[config.mk]
export PLATFORM = sky130hd
export DESIGN_NAME = linear_out_collector
export DESIGN_NICKNAME = d
export VERILOG_FILES = /design/src/rtl/linear_pkg.sv /design/src/rtl/requant_sat.sv /design/src/rtl/linear_out_collector.sv
export SDC_FILE = /design/constraint.sdc
export NUM_CORES = 1
export LEC_CHECK = 0
export BUFFER_PORTS_ARGS = -buffer_cell sky130_fd_sc_hd__buf_4
export CORE_ASPECT_RATIO = 0.9
export CORE_MARGIN = 1.5
export CORE_UTILIZATION = 62
export DETAILED_ROUTE_END_ITERATION = 10
export GPL_TIMING_DRIVEN = 0
export HOLD_SLACK_MARGIN = 0.05
export PLACE_DENSITY = 0.89
export SYNTH_ARGS = -nofsm -noshare
export SYNTH_HDL_FRONTEND = slang
export SYNTH_SLANG_ARGS = --single-unit
[constraint.sdc]
create_clock -name clk -period 9.3 [get_ports clk]
set_input_delay 0.93 -clock clk [delete_from_list [all_inputs] [get_ports clk]]
set_output_delay 0.93 -clock clk [all_outputs]
set_load 0.01 [all_outputs]
[src/rtl/linear_pkg.sv]
// linear_pkg
//   Shared definitions for the linear layer output collector.
//   - collector_state_e : COLLECT (gathering beats) / HOLD (vector presented)
//   - LIN_* defaults    : default widths and shift used by the collector
//   - rnd_const/sat_max_val/sat_min_val : derive rounding offset and
//     saturation bounds from a shift amount / activation width; the
//     requantizer turns these into its localparams.
package linear_pkg;

    typedef enum logic {
        COLLECT = 1'b0,
        HOLD    = 1'b1
    } collector_state_e;

    localparam int LIN_DATA_WIDTH = 8;
    localparam int LIN_ACC_WIDTH  = 32;
    localparam int LIN_M          = 8;
    localparam int LIN_SHIFT      = 8;

    // Half an output LSB, added before the shift so that it rounds half up.
    function automatic longint rnd_const(input int shift);
        longint r;
        r = 0;
        if (shift > 0) begin
            r = longint'(64'sd1) << (shift - 1);
        end
        return r;
    endfunction

    function automatic longint sat_max_val(input int dw);
        return (longint'(64'sd1) << (dw - 1)) - 1;
    endfunction

    function automatic longint sat_min_val(input int dw);
        return -(longint'(64'sd1) << (dw - 1));
    endfunction

endpackage

[src/rtl/requant_sat.sv]
// requant_sat
//   Combinational requantizer: round half up, arithmetic shift right by
//   SHIFT, saturate to the signed DATA_WIDTH range.
//   Optional macro LINEAR_COLLECT_RELU_EN: negative results forced to 0
//   after saturation.
// Ports:
//   acc  in  ACC_WIDTH   signed accumulator
//   val  out DATA_WIDTH  signed requantized value
//   sat  out 1           value was clamped
module requant_sat
    import linear_pkg::*;
#(
    parameter int DATA_WIDTH = LIN_DATA_WIDTH,
    parameter int ACC_WIDTH  = LIN_ACC_WIDTH,
    parameter int SHIFT      = LIN_SHIFT
) (
    input  logic signed [ACC_WIDTH-1:0]  acc,
    output logic signed [DATA_WIDTH-1:0] val,
    output logic                         sat
);

    // One extra bit so that adding the rounding offset cannot wrap.
    localparam logic signed [ACC_WIDTH:0] RND     = (ACC_WIDTH+1)'(rnd_const(SHIFT));
    localparam logic signed [ACC_WIDTH:0] SAT_MAX = (ACC_WIDTH+1)'(sat_max_val(DATA_WIDTH));
    localparam logic signed [ACC_WIDTH:0] SAT_MIN = (ACC_WIDTH+1)'(sat_min_val(DATA_WIDTH));
    localparam logic signed [DATA_WIDTH-1:0] OUT_MAX = DATA_WIDTH'(sat_max_val(DATA_WIDTH));
    localparam logic signed [DATA_WIDTH-1:0] OUT_MIN = DATA_WIDTH'(sat_min_val(DATA_WIDTH));

    logic signed [ACC_WIDTH:0] rounded;
    logic signed [ACC_WIDTH:0] shifted;

    always_comb begin
        rounded = $signed({acc[ACC_WIDTH-1], acc}) + RND;
        shifted = rounded >>> SHIFT;
        val     = shifted[DATA_WIDTH-1:0];
        sat     = 1'b0;
        if (shifted > SAT_MAX) begin
            val = OUT_MAX;
            sat = 1'b1;
        end else if (shifted < SAT_MIN) begin
            val = OUT_MIN;
            sat = 1'b1;
        end
`ifdef LINEAR_COLLECT_RELU_EN
        if (val[DATA_WIDTH-1]) begin
            val = '0;
        end
`endif
    end

endmodule

[src/rtl/linear_out_collector.sv]
// linear_out_collector
//   Collects M serial accumulator beats, requantizes each into an
//   activation element, tracks the argmax of the raw accumulators and
//   presents the packed vector downstream.
//   Optional macro LINEAR_COLLECT_RELU_EN: ReLU on requantized elements
//   (argmax always uses the raw accumulator).
// Handshake: act_valid rises the cycle after the M-th beat and stays high
//   with act_out/argmax stable until a cycle with act_valid && act_ready;
//   a beat in that same cycle becomes element 0 of the next vector.
// Ports:
//   clk, rst                 clock, async active-high reset
//   in_acc/in_valid          one signed beat per in_valid cycle
//   in_done                  upstream end-of-vector pulse (short vector -> error)
//   clr_flags                clears sticky sat_flag/err_flag
//   act_out/act_valid/act_ready  packed vector and handshake
//   argmax_idx/argmax_val    index/value of largest raw accumulator
//   sat_flag/err_flag        sticky saturation / protocol error
module linear_out_collector
    import linear_pkg::*;
#(
    parameter int DATA_WIDTH = LIN_DATA_WIDTH,
    parameter int ACC_WIDTH  = LIN_ACC_WIDTH,
    parameter int M          = LIN_M,
    parameter int SHIFT      = LIN_SHIFT
) (
    input  logic                               clk,
    input  logic                               rst,
    input  logic signed [ACC_WIDTH-1:0]        in_acc,
    input  logic                               in_valid,
    input  logic                               in_done,
    input  logic                               clr_flags,
    output logic [0:M-1][DATA_WIDTH-1:0]       act_out,
    output logic                               act_valid,
    input  logic                               act_ready,
    output logic [$clog2(M)-1:0]               argmax_idx,
    output logic signed [ACC_WIDTH-1:0]        argmax_val,
    output logic                               sat_flag,
    output logic                               err_flag
);

    localparam int CNT_W = $clog2(M);
    localparam logic [CNT_W-1:0] LAST = CNT_W'(M - 1);

    collector_state_e              state_q, state_d;
    logic [CNT_W-1:0]              cnt_q, cnt_d;
    logic [0:M-1][DATA_WIDTH-1:0]  act_q, act_d;
    logic                          act_valid_q, act_valid_d;
    logic signed [ACC_WIDTH-1:0]   best_val_q, best_val_d;
    logic [CNT_W-1:0]              best_idx_q, best_idx_d;
    logic signed [ACC_WIDTH-1:0]   amax_val_q, amax_val_d;
    logic [CNT_W-1:0]              amax_idx_q, amax_idx_d;
    logic                          sat_q, sat_d;
    logic                          err_q, err_d;

    logic signed [DATA_WIDTH-1:0]  rq_val;
    logic                          rq_sat;

    requant_sat #(
        .DATA_WIDTH (DATA_WIDTH),
        .ACC_WIDTH  (ACC_WIDTH),
        .SHIFT      (SHIFT)
    ) u_requant (
        .acc (in_acc),
        .val (rq_val),
        .sat (rq_sat)
    );

    logic accept;
    logic handshake;
    logic short_vec;
    logic drop;
    logic beat_sat;

    always_comb begin
        state_d     = state_q;
        cnt_d       = cnt_q;
        act_d       = act_q;
        act_valid_d = act_valid_q;
        best_val_d  = best_val_q;
        best_idx_d  = best_idx_q;
        amax_val_d  = amax_val_q;
        amax_idx_d  = amax_idx_q;
        beat_sat    = 1'b0;

        handshake = (state_q == HOLD) && act_ready;
        // In HOLD a beat is only taken when the vector leaves this cycle.
        accept    = in_valid && ((state_q == COLLECT) || act_ready);
        drop      = in_valid && (state_q == HOLD) && !act_ready;
        short_vec = (state_q == COLLECT) && in_done && (cnt_q != '0);

        if (handshake) begin
            state_d     = COLLECT;
            act_valid_d = 1'b0;
        end

        if (short_vec) begin
            // Partial vector abandoned; a coincident beat goes with it.
            cnt_d = '0;
        end else if (accept) begin
            act_d[cnt_q] = rq_val;
            beat_sat     = rq_sat;
            // Strictly greater so ties keep the lower index.
            if ((cnt_q == '0) || (in_acc > best_val_q)) begin
                best_val_d = in_acc;
                best_idx_d = cnt_q;
            end
            if (cnt_q == LAST) begin
                cnt_d       = '0;
                state_d     = HOLD;
                act_valid_d = 1'b1;
                amax_val_d  = best_val_d;
                amax_idx_d  = best_idx_d;
            end else begin
                cnt_d = cnt_q + CNT_W'(1);
            end
        end

        // Set events win over a coincident clear.
        sat_d = (sat_q && !clr_flags) || beat_sat;
        err_d = (err_q && !clr_flags) || drop || short_vec;
    end

    always_ff @(posedge clk or posedge rst) begin
        if (rst) begin
            state_q     <= COLLECT;
            cnt_q       <= '0;
            act_q       <= '0;
            act_valid_q <= 1'b0;
            best_val_q  <= '0;
            best_idx_q  <= '0;
            amax_val_q  <= '0;
            amax_idx_q  <= '0;
            sat_q       <= 1'b0;
            err_q       <= 1'b0;
        end else begin
            state_q     <= state_d;
            cnt_q       <= cnt_d;
            act_q       <= act_d;
            act_valid_q <= act_valid_d;
            best_val_q  <= best_val_d;
            best_idx_q  <= best_idx_d;
            amax_val_q  <= amax_val_d;
            amax_idx_q  <= amax_idx_d;
            sat_q       <= sat_d;
            err_q       <= err_d;
        end
    end

    assign act_out    = act_q;
    assign act_valid  = act_valid_q;
    assign argmax_idx = amax_idx_q;
    assign argmax_val = amax_val_q;
    assign sat_flag   = sat_q;
    assign err_flag   = err_q;

endmodule

; ---- Yosys cells after proc, flatten, opt, wreduce, memory -nomap -nowiden
; Cells that the tools add are included.
[totals]
in_bits = 38
reg_bits = 141
[op_classes]
n_addsub = 2
muxes = 22
bitwise = 3
reduce_logical = 21
magnitude_cmp = 5
n_eq_ne = 1
[ops]
columns = operator, count
row1 = $bwmux W64, 1
row2 = $add A32 B9 Y33 const B, 1
row3 = $gt A32 B32 Y1, 1
row4 = $mux W32, 1
row5 = $gt A25 B8 Y1 const B, 1
row6 = $lt A25 B8 Y1 const B, 1
row7 = $demux W8 S3, 1
row8 = $mux W8, 3
row9 = $mux W1, 12
row10 = $mux W3, 4
row11 = $logic_and A1 B1 Y1, 9
row12 = $logic_or A1 B1 Y1, 5
row13 = $ge A4 B4 Y1 const B, 1
row14 = $lt A4 B1 Y1 const B, 1
row15 = $not A3 Y4, 1
row16 = $add A3 B1 Y3 const B, 1
row17 = $eq A3 B3 Y1 const B, 1
row18 = $logic_not A3 Y1, 1
row19 = $reduce_and A3 Y1, 1
row20 = $reduce_bool A3 Y1, 1
row21 = $logic_not A1 Y1, 2
row22 = $not A1 Y1, 2
row23 = $reduce_and A2 Y1, 1
row24 = $reduce_bool A2 Y1, 1

; ---- Longest topological paths before layout
; Gate-level depths: netlist (run 1).
[depth]
word_depth = 7
mapped_depth = 11
mapped_depth_nobuf = 9

; ---- Hierarchy
; From an unflattened synthesis (run 1), not the netlist that was laid out.
[unflattened]
cells_unflattened = 692
hier_area_um2 = 7285.7
[by_module_without_submodules]
columns = module, instances, cells_each, area_each_um2
row1 = linear_out_collector, 1, 572, 6498.7
row2 = requant_sat, 1, 120, 787.0

; ---- Least setup slack after synthesis (run 1)
; OpenSTA, ideal clock, no wires.
[synth_timing]
path_kind = in2reg
from = in in_acc[31]
to = reg best_val_q[0]
setup_slack_ns = 5.799
t_required_ns = 9.175
setup_time_ns = 0.125
n_path_buf = 2
arrival_ns = 3.376
path_stages = 10
path_cell_list = ha_1 -> nand4_1 -> nor4_1 -> nand2_1 -> a31oi_1 -> o211ai_1 -> buf_2 -> nor2_2 -> buf_2 -> mux2_2
[synth_via]
elab_chain_cells = 3
[synth_rtl]
columns = item, line_no
row1 = "start, declared", linear_out_collector.sv:28  ; input logic signed [ACC_WIDTH-1:0] in_acc,
row2 = $gt A32 B32 Y1, linear_out_collector.sv:103  ; if ((cnt_q == '0) || (in_acc > best_val_q)) begin
row3 = $logic_or A1 B1 Y1, linear_out_collector.sv:103
row4 = $mux W32, linear_out_collector.sv:103
row5 = "end signal, assigned", linear_out_collector.sv:140  ; best_val_q <= best_val_d;
row6 = "end, declared", linear_out_collector.sv:48  ; logic signed [ACC_WIDTH-1:0] best_val_q, best_val_d;
; Every way passes these cells.
; A chain may end at the register's enable or synchronous reset.

; ---- Worst setup path after layout (run 1)
[layout_timing]
from = in in_acc[31]
to = reg best_val_q[19]
; The elaborated chain is that of the path after synthesis.

==> results.cfg, run 1 <==
[cells_and_area]
diodes = 0
area_growth_pct = 21.7
instances_no_fill = 1250
layout-drive-gt1-share_pct = 27.4
nNetsFinal = 1143
fin_area_um2 = 10500

[logic_synthesis]
synthXorXnorAreaFrac_pct = 1.22
synth_top_area_cell = dfrtp_1
synthDominantCellAreaShare_pct = 41.0
synth_edf_count = 0
synth_top_family_by_area = simple AND/OR/NAND/NOR gates
syn_area_um2 = 8610
synth-main-ff-cell = dfrtp_1
ys_ff_latch = 141
muxShareOfSynthArea_pct = 8.98
synthTopCellsByArea = dfrtp_1, nand3_1, a21oi_1, ha_1, mux2i_1
synth.top_cells.by_count = dfrtp_1, nand3_1, a21oi_1
synthAdderAreaFrac_pct = 5.23
synth_area_per_cell_um2 = 9.47
syn-num-nets = 984
synthArstFlopShare_pct = 100
synth_seq_area_share_pct = 41.0
synth_simple_gate_area_share_pct = 22.0
yosysMostFrequentCell = dfrtp_1
synth_cells = 910
synth-compound-area-share_pct = 14.3
synth_cell_types = 65
yosysWarnings = 0

[worst_setup_path]
cpMostUsedCell = buf_2
cp_max_fo = 10
path_class = input pin to flop
crit_chain = buf_4, ha_1, nand4_1, nor4_1, nand2_1, a31oi_1, o211ai_1, buf_2, nor2_2, buf_2, mux2_2
cp_top_family = simple AND/OR/NAND/NOR gates
worst_ep_required_time_ns = 9.61
path_buf_inv = 3
max_stage_delay_ns = 0.73
endpoint_kind = flop
crit_arrival_ns = 4.39
critPathSlowestCell = nor4_1
critPathLaunchType = input pin

[timing]
relSlewSlack_pct = 11.4
tightest_slew_ns = 1.32
hold_viol = 0
setup_tns_ns = 0
fin_crit_ns = 4.08
fmax_mhz = 245
drv_slew = 0
setup_viol = 0
skew_ns = 0.00977
rsz0062_at_grt = no
fin_crit_sh_pct = 43.9

[detailed_routing]
routed_wl_um = 25500
viasPerCell = 6.59
wl_per_cell_um = 20.4
vias = 8242
ant_nets = 0
drc = 0
firstDrtPassIters = 6
drtIter0Drc = 993

[flow_run]
max-cap-violations = 0

[clock_tree]
path_clk_slew_ns = 0.06
cts_tree = built
postCtsResizedCells = 0
clock_sinks = 141
cts_max_level = 4
cts_buffers = 17
clk_path_buf_depth = 2
clkLatencyLatePin_ns = 0.43
root_buffer = clkbuf_16
cts_hold_buf = 0
cts_setup_buffers = 0

[outcome]
status = finished clean

[pwr]
p_leak_uw = 0.00504
p_per_area_nw_per_um2 = 310
vdd_drop_max_mv = 0.245

[floorplan]
io_pins = 140
fp-row-count = 40
initial_utilization_pct = 64.0
core_um2 = 13500
die_x_um = 127
die_area_um2 = 14600
die_height_um = 115

[grt]
antenna_found_initial = 0
grt_overflow_total = 0
grt_pass1_vias = 7943
grt_pass1_wl_um = 40600
grt_max_degree = 97
track_usage_pct = 35.9

[min_path]
hold_path.class = flop to flop

[placed_design]
placed_cells = 1218
hpwl_um = 17200
gp_congestion = 0.985
placed_area_um2 = 9900
io_buffers = 139
logic make-up (layout without fill, tap and decap cells):
| group | Yosys count | in the layout |
|---|---|---|
| XOR/XNOR | 12 | 12 |
| multiplexers | 73 | 73 |
| AO/OA/AOI/OAI | 183 | 183 |
| flip-flops | 141 | 141 |
| buffers and inverters | 108 | 280 |
| adder cells (fa/ha/maj) | 36 | 36 |
| AND/OR/NAND/NOR | 357 | 357 |
registers in the layout (all words and copies together), names as in the netlist:
signal	flops
cnt_q	3
argmax_idx	3
act_valid	1
state_q	1
sat_flag	1
best_val_q	32
act_out	64
err_flag	1
argmax_val	32
best_idx_q	3
cell usage in the layout, fill, tap and decap left out, types with 4 or more instances in the layout:
| cell type | netlist | final |
|---|---|---|
| mux2_2 | 34 | 34 |
| nor4_1 | 9 | 9 |
| buf_4 | 8 | 147 |
| nand4_1 | 14 | 14 |
| nand2_1 | 62 | 62 |
| a31oi_1 | 11 | 11 |
| buf_2 | 16 | 16 |
| or3_1 | 5 | 5 |
| buf_6 | 13 | 13 |
| o21ai_0 | 25 | 25 |
| nand2b_1 | 11 | 11 |
| xor2_1 | 4 | 4 |
| nor3_1 | 27 | 27 |
| ha_1 | 36 | 36 |
| and3_1 | 16 | 16 |
| nand3_1 | 108 | 108 |
| inv_1 | 43 | 42 |
| dfrtp_1 | 141 | 141 |
| inv_6 | 0 | 4 |
| clkbuf_16 | 0 | 17 |
| clkbuf_1 | 18 | 18 |
| xnor2_1 | 8 | 8 |
| and3_2 | 23 | 23 |
| mux2i_1 | 39 | 39 |
| o211ai_1 | 6 | 6 |
| clkinv_2 | 0 | 6 |
| nor2_1 | 54 | 54 |
| o311ai_4 | 8 | 8 |
| clkbuf_8 | 7 | 8 |
| a21oi_1 | 102 | 102 |
worst paths after layout:
check,startpoint,end,slack [ns],depth (start not counted)
max,in_acc[31],best_val_q[19],5.22,11
min,act_valid,act_valid,0.47,2
max reg2reg,best_val_q[31],best_val_q[19],5.44,11
min reg2reg,act_valid,act_valid,0.47,2
max in group asynchronous,rst,act_out[4],7.97,3
min in group asynchronous,rst,argmax_val[2],0.52,2
per-layer routing:
layer / routed length [um] / GRT usage (%) / up-vias
li1: - / - / 3628
met1: 10200 / 47.8 / 3959
met2: 11700 / 56.1 / 562
met3: 2640 / 8.70 / 93
met4: 954 / 16.7 / 0
met5: 0 / 0 / -
stage by stage:
stage	utilization (%)	total power (uW)	hold slack [ns]	setup WS, ns
2_1_floorplan	-	1960	0.480	4.59
6_report	77.9	3250	0.473	5.22
4_1_cts	77.9	3230	0.480	5.33
3_3_place_gp	73.3	2450	0.461	3.00
5_1_grt	77.9	3440	0.500	5.04
3_5_place_dp	73.5	2520	0.466	4.92
worst min-delay path, delay by kind of cell (launching register included):
kind,cells,cell delay [ns]
flip-flops,1,0.34
AND/OR/NAND/NOR,2,0.10
where the power goes:
part | total, uW | switching (uW) | internal (uW)
registers | 1080 | 197 | 883
logic | 1490 | 790 | 704
clock network | 676 | 274 | 402
total | 3250 | 1260 | 1990
cell type report:
class	instances	area [um2]
Clock buffer	18	439
Tap cell	168	210
Inverter	43	166
Fill cell	883	2980
Clock inverter	14	141
Sequential cell	141	3530
Timing Repair Buffer	140	1070
Buffer	65	473
Multi-Input combinational cell	661	4450
Note: power is estimated with default switching activity, not from simulation.
==> run 2: changes to the inputs <==
Settings changed: CORE_UTILIZATION 62 to 52, PLACE_DENSITY 0.89 to 0.8.
Clock period 9.3 ns to 3.4 ns, I/O delays scaled along.
==> run 2 against run 1 <==
Count of clock-buffer cells in the layout is 2 higher. Power rose to 2.8 times the previous value. Non-clock buffer count up 2. First-iteration DRC count is 22% lower. Die area is 19% higher. Critical path type is now flop to flop. Largest cell class unchanged. Global-route usage shrank 7.0 points. Final cell count is 3.3% higher. Combinational power increased to 2.7 times the previous value. Worst setup slack lost 5.1 ns. Via count fell by 3.6%. Hold slack lost 0.42 ns.
==> results.cfg, run 2 (same netlist as run 1, synthesis figures left out) <==
[placed_design]
io_buffers = 139
gp_congestion = 0.914
placed_cells = 1259
dp_slack_ns = -0.371
hpwl_um = 17500

[cells_and_area]
instances_no_fill = 1291
layout_commonest_cell = buf_4
area_growth_pct = 23.9
largest_reg_flops = 64
nNetsFinal = 1145
final_core_util_pct = 66.0
layout-drive-gt1-share_pct = 28.1
diodes = 0
final_cell_mix = buf_4, dfrtp_1, nand3_1

[timing]
fmax_mhz = 305
fin_ws_ns = 0.121
drv_slew = 0
relSlewSlack_pct = 23.5
setup_viol = 0
skew_ns = 0.00801
fin_crit_sh_pct = 96.4
tightest_slew_ns = 1.14
rsz0062_at_grt = no
hold_viol = 0
setup_tns_ns = 0
fin_crit_ns = 3.28

[worst_setup_path]
cp_max_fo = 10
r2r_slack_ns = 0.12
crit_arrival_ns = 3.64
worst_ep_required_time_ns = 3.76
reg2reg_to = act_out[56]
rr_startpoint = cnt_q[1]
critPathLaunchType = flop
path_class = flop to flop
rr_worst_depth = 11
endpoint = act_out[56]
crit_path_start = cnt_q[1]
endpoint_kind = flop

[clock_tree]
path_clk_slew_ns = 0.06
clock_sinks = 141
cts_hold_buf = 0
root_buffer = clkbuf_16
cts_setup_buffers = 0
clkLatencyLatePin_ns = 0.43
clk_path_buf_depth = 2
cts_buffers = 17
cts_max_level = 4
cts_tree = built

[min_path]
hold_path.class = input pin to async pin

[grt]
grt_pass1_wl_um = 39900
antenna_found_initial = 0
grt_overflow_total = 0
track_usage_pct = 28.9
grt_max_degree = 41
grt_pass1_vias = 7578

[detailed_routing]
wl_per_cell_um = 19.3
firstDrtPassIters = 5
routed_wl_um = 24900
drc = 0
viasPerCell = 6.16
ant_nets = 0
drtIter0Drc = 773
vias = 7948

[pwr]
power_uw = 9060
p_leak_uw = 0.00508
vdd_drop_max_mv = 0.553
p_per_area_nw_per_um2 = 849

[floorplan]
die_area_um2 = 17300
core_um2 = 16200
initial_utilization_pct = 53.2
die_height_um = 125
die_x_um = 139
fp-row-count = 44
io_pins = 140

[flow_run]
max-cap-violations = 0

[outcome]
status = finished clean
[run 2: changes by cell type in the layout (fill, tap and decap cells not counted), sizes merged]
cell      previous run  this run
buf                177       176
bufinv               2         4
clkbuf              46        51
clkinv               8         3
clkinvlp             1         4
inv                 46        44
[run 2: through the flow]
stage,area [um2],hold slack [ns]
after floorplan,8620,0.480
after CTS,10700,0.0690
after global placement,9920,0.462
final,10700,0.0516
after detailed placement,9980,0.471
after global routing,10700,0.102
[run 2: repair_timing]
| item | CTS | global route |
|---|---|---|
| resized for setup | 6 | 11 |
| setup endpoints to repair | 60 | 67 |
| pin swaps | 0 | 1 |
[run 2: worst max-delay path, stage by stage (launching register included)]
cell and delay (ns):
dfrtp_1 0.44, clkbuf_1 0.29, inv_1 0.12, ha_1 0.18, nor2b_1 0.27, o211ai_1 0.26
clkbuf_2 0.31, nor4_1 0.63, buf_2 0.37, and3_2 0.21, a21oi_1 0.04, nand3_1 0.08
[run 2: report_power, final]
part	switching (uW)	internal, uW	leakage (uW)
sequential	524	2420	0.00179
combinational	2140	1950	0.00299
clock	764	1270	0.000303
[run 2: layout make-up]
type / count / area (um2)
Tap cell: 207 / 259
Fill cell: 1285 / 5510
Buffer: 65 / 489
Inverter: 43 / 165
Multi-Input combinational cell: 661 / 4490
Sequential cell: 141 / 3530
Clock inverter: 12 / 183
Clock buffer: 20 / 457
Timing Repair Buffer: 142 / 1100
[run 2: how the worst min path moves through the flow]
| stage | cells after the start | slack (ns) | end | start |
|---|---|---|---|---|
| 6_report | 2 | 0.05 | argmax_val[1] | rst |
| 5_1_grt | 2 | 0.10 | argmax_val[1] | rst |
| 4_1_cts | 2 | 0.07 | best_val_q[1] | rst |
| 3_5_place_dp | 2 | 0.47 | act_out[7] | act_out[7] |
| 3_3_place_gp | 2 | 0.46 | act_out[39] | act_out[39] |
| 2_1_floorplan | 1 | 0.48 | best_idx_q[0] | best_idx_q[0] |
[run 2: per-layer routing]
layer / vias up / wire (um) / track usage (%)
li1: 3625 / - / -
met5: - / 0 / 0
met1: 3826 / 10600 / 39.6
met2: 417 / 11400 / 44.9
met3: 80 / 2150 / 5.86
met4: 0 / 836 / 11.9
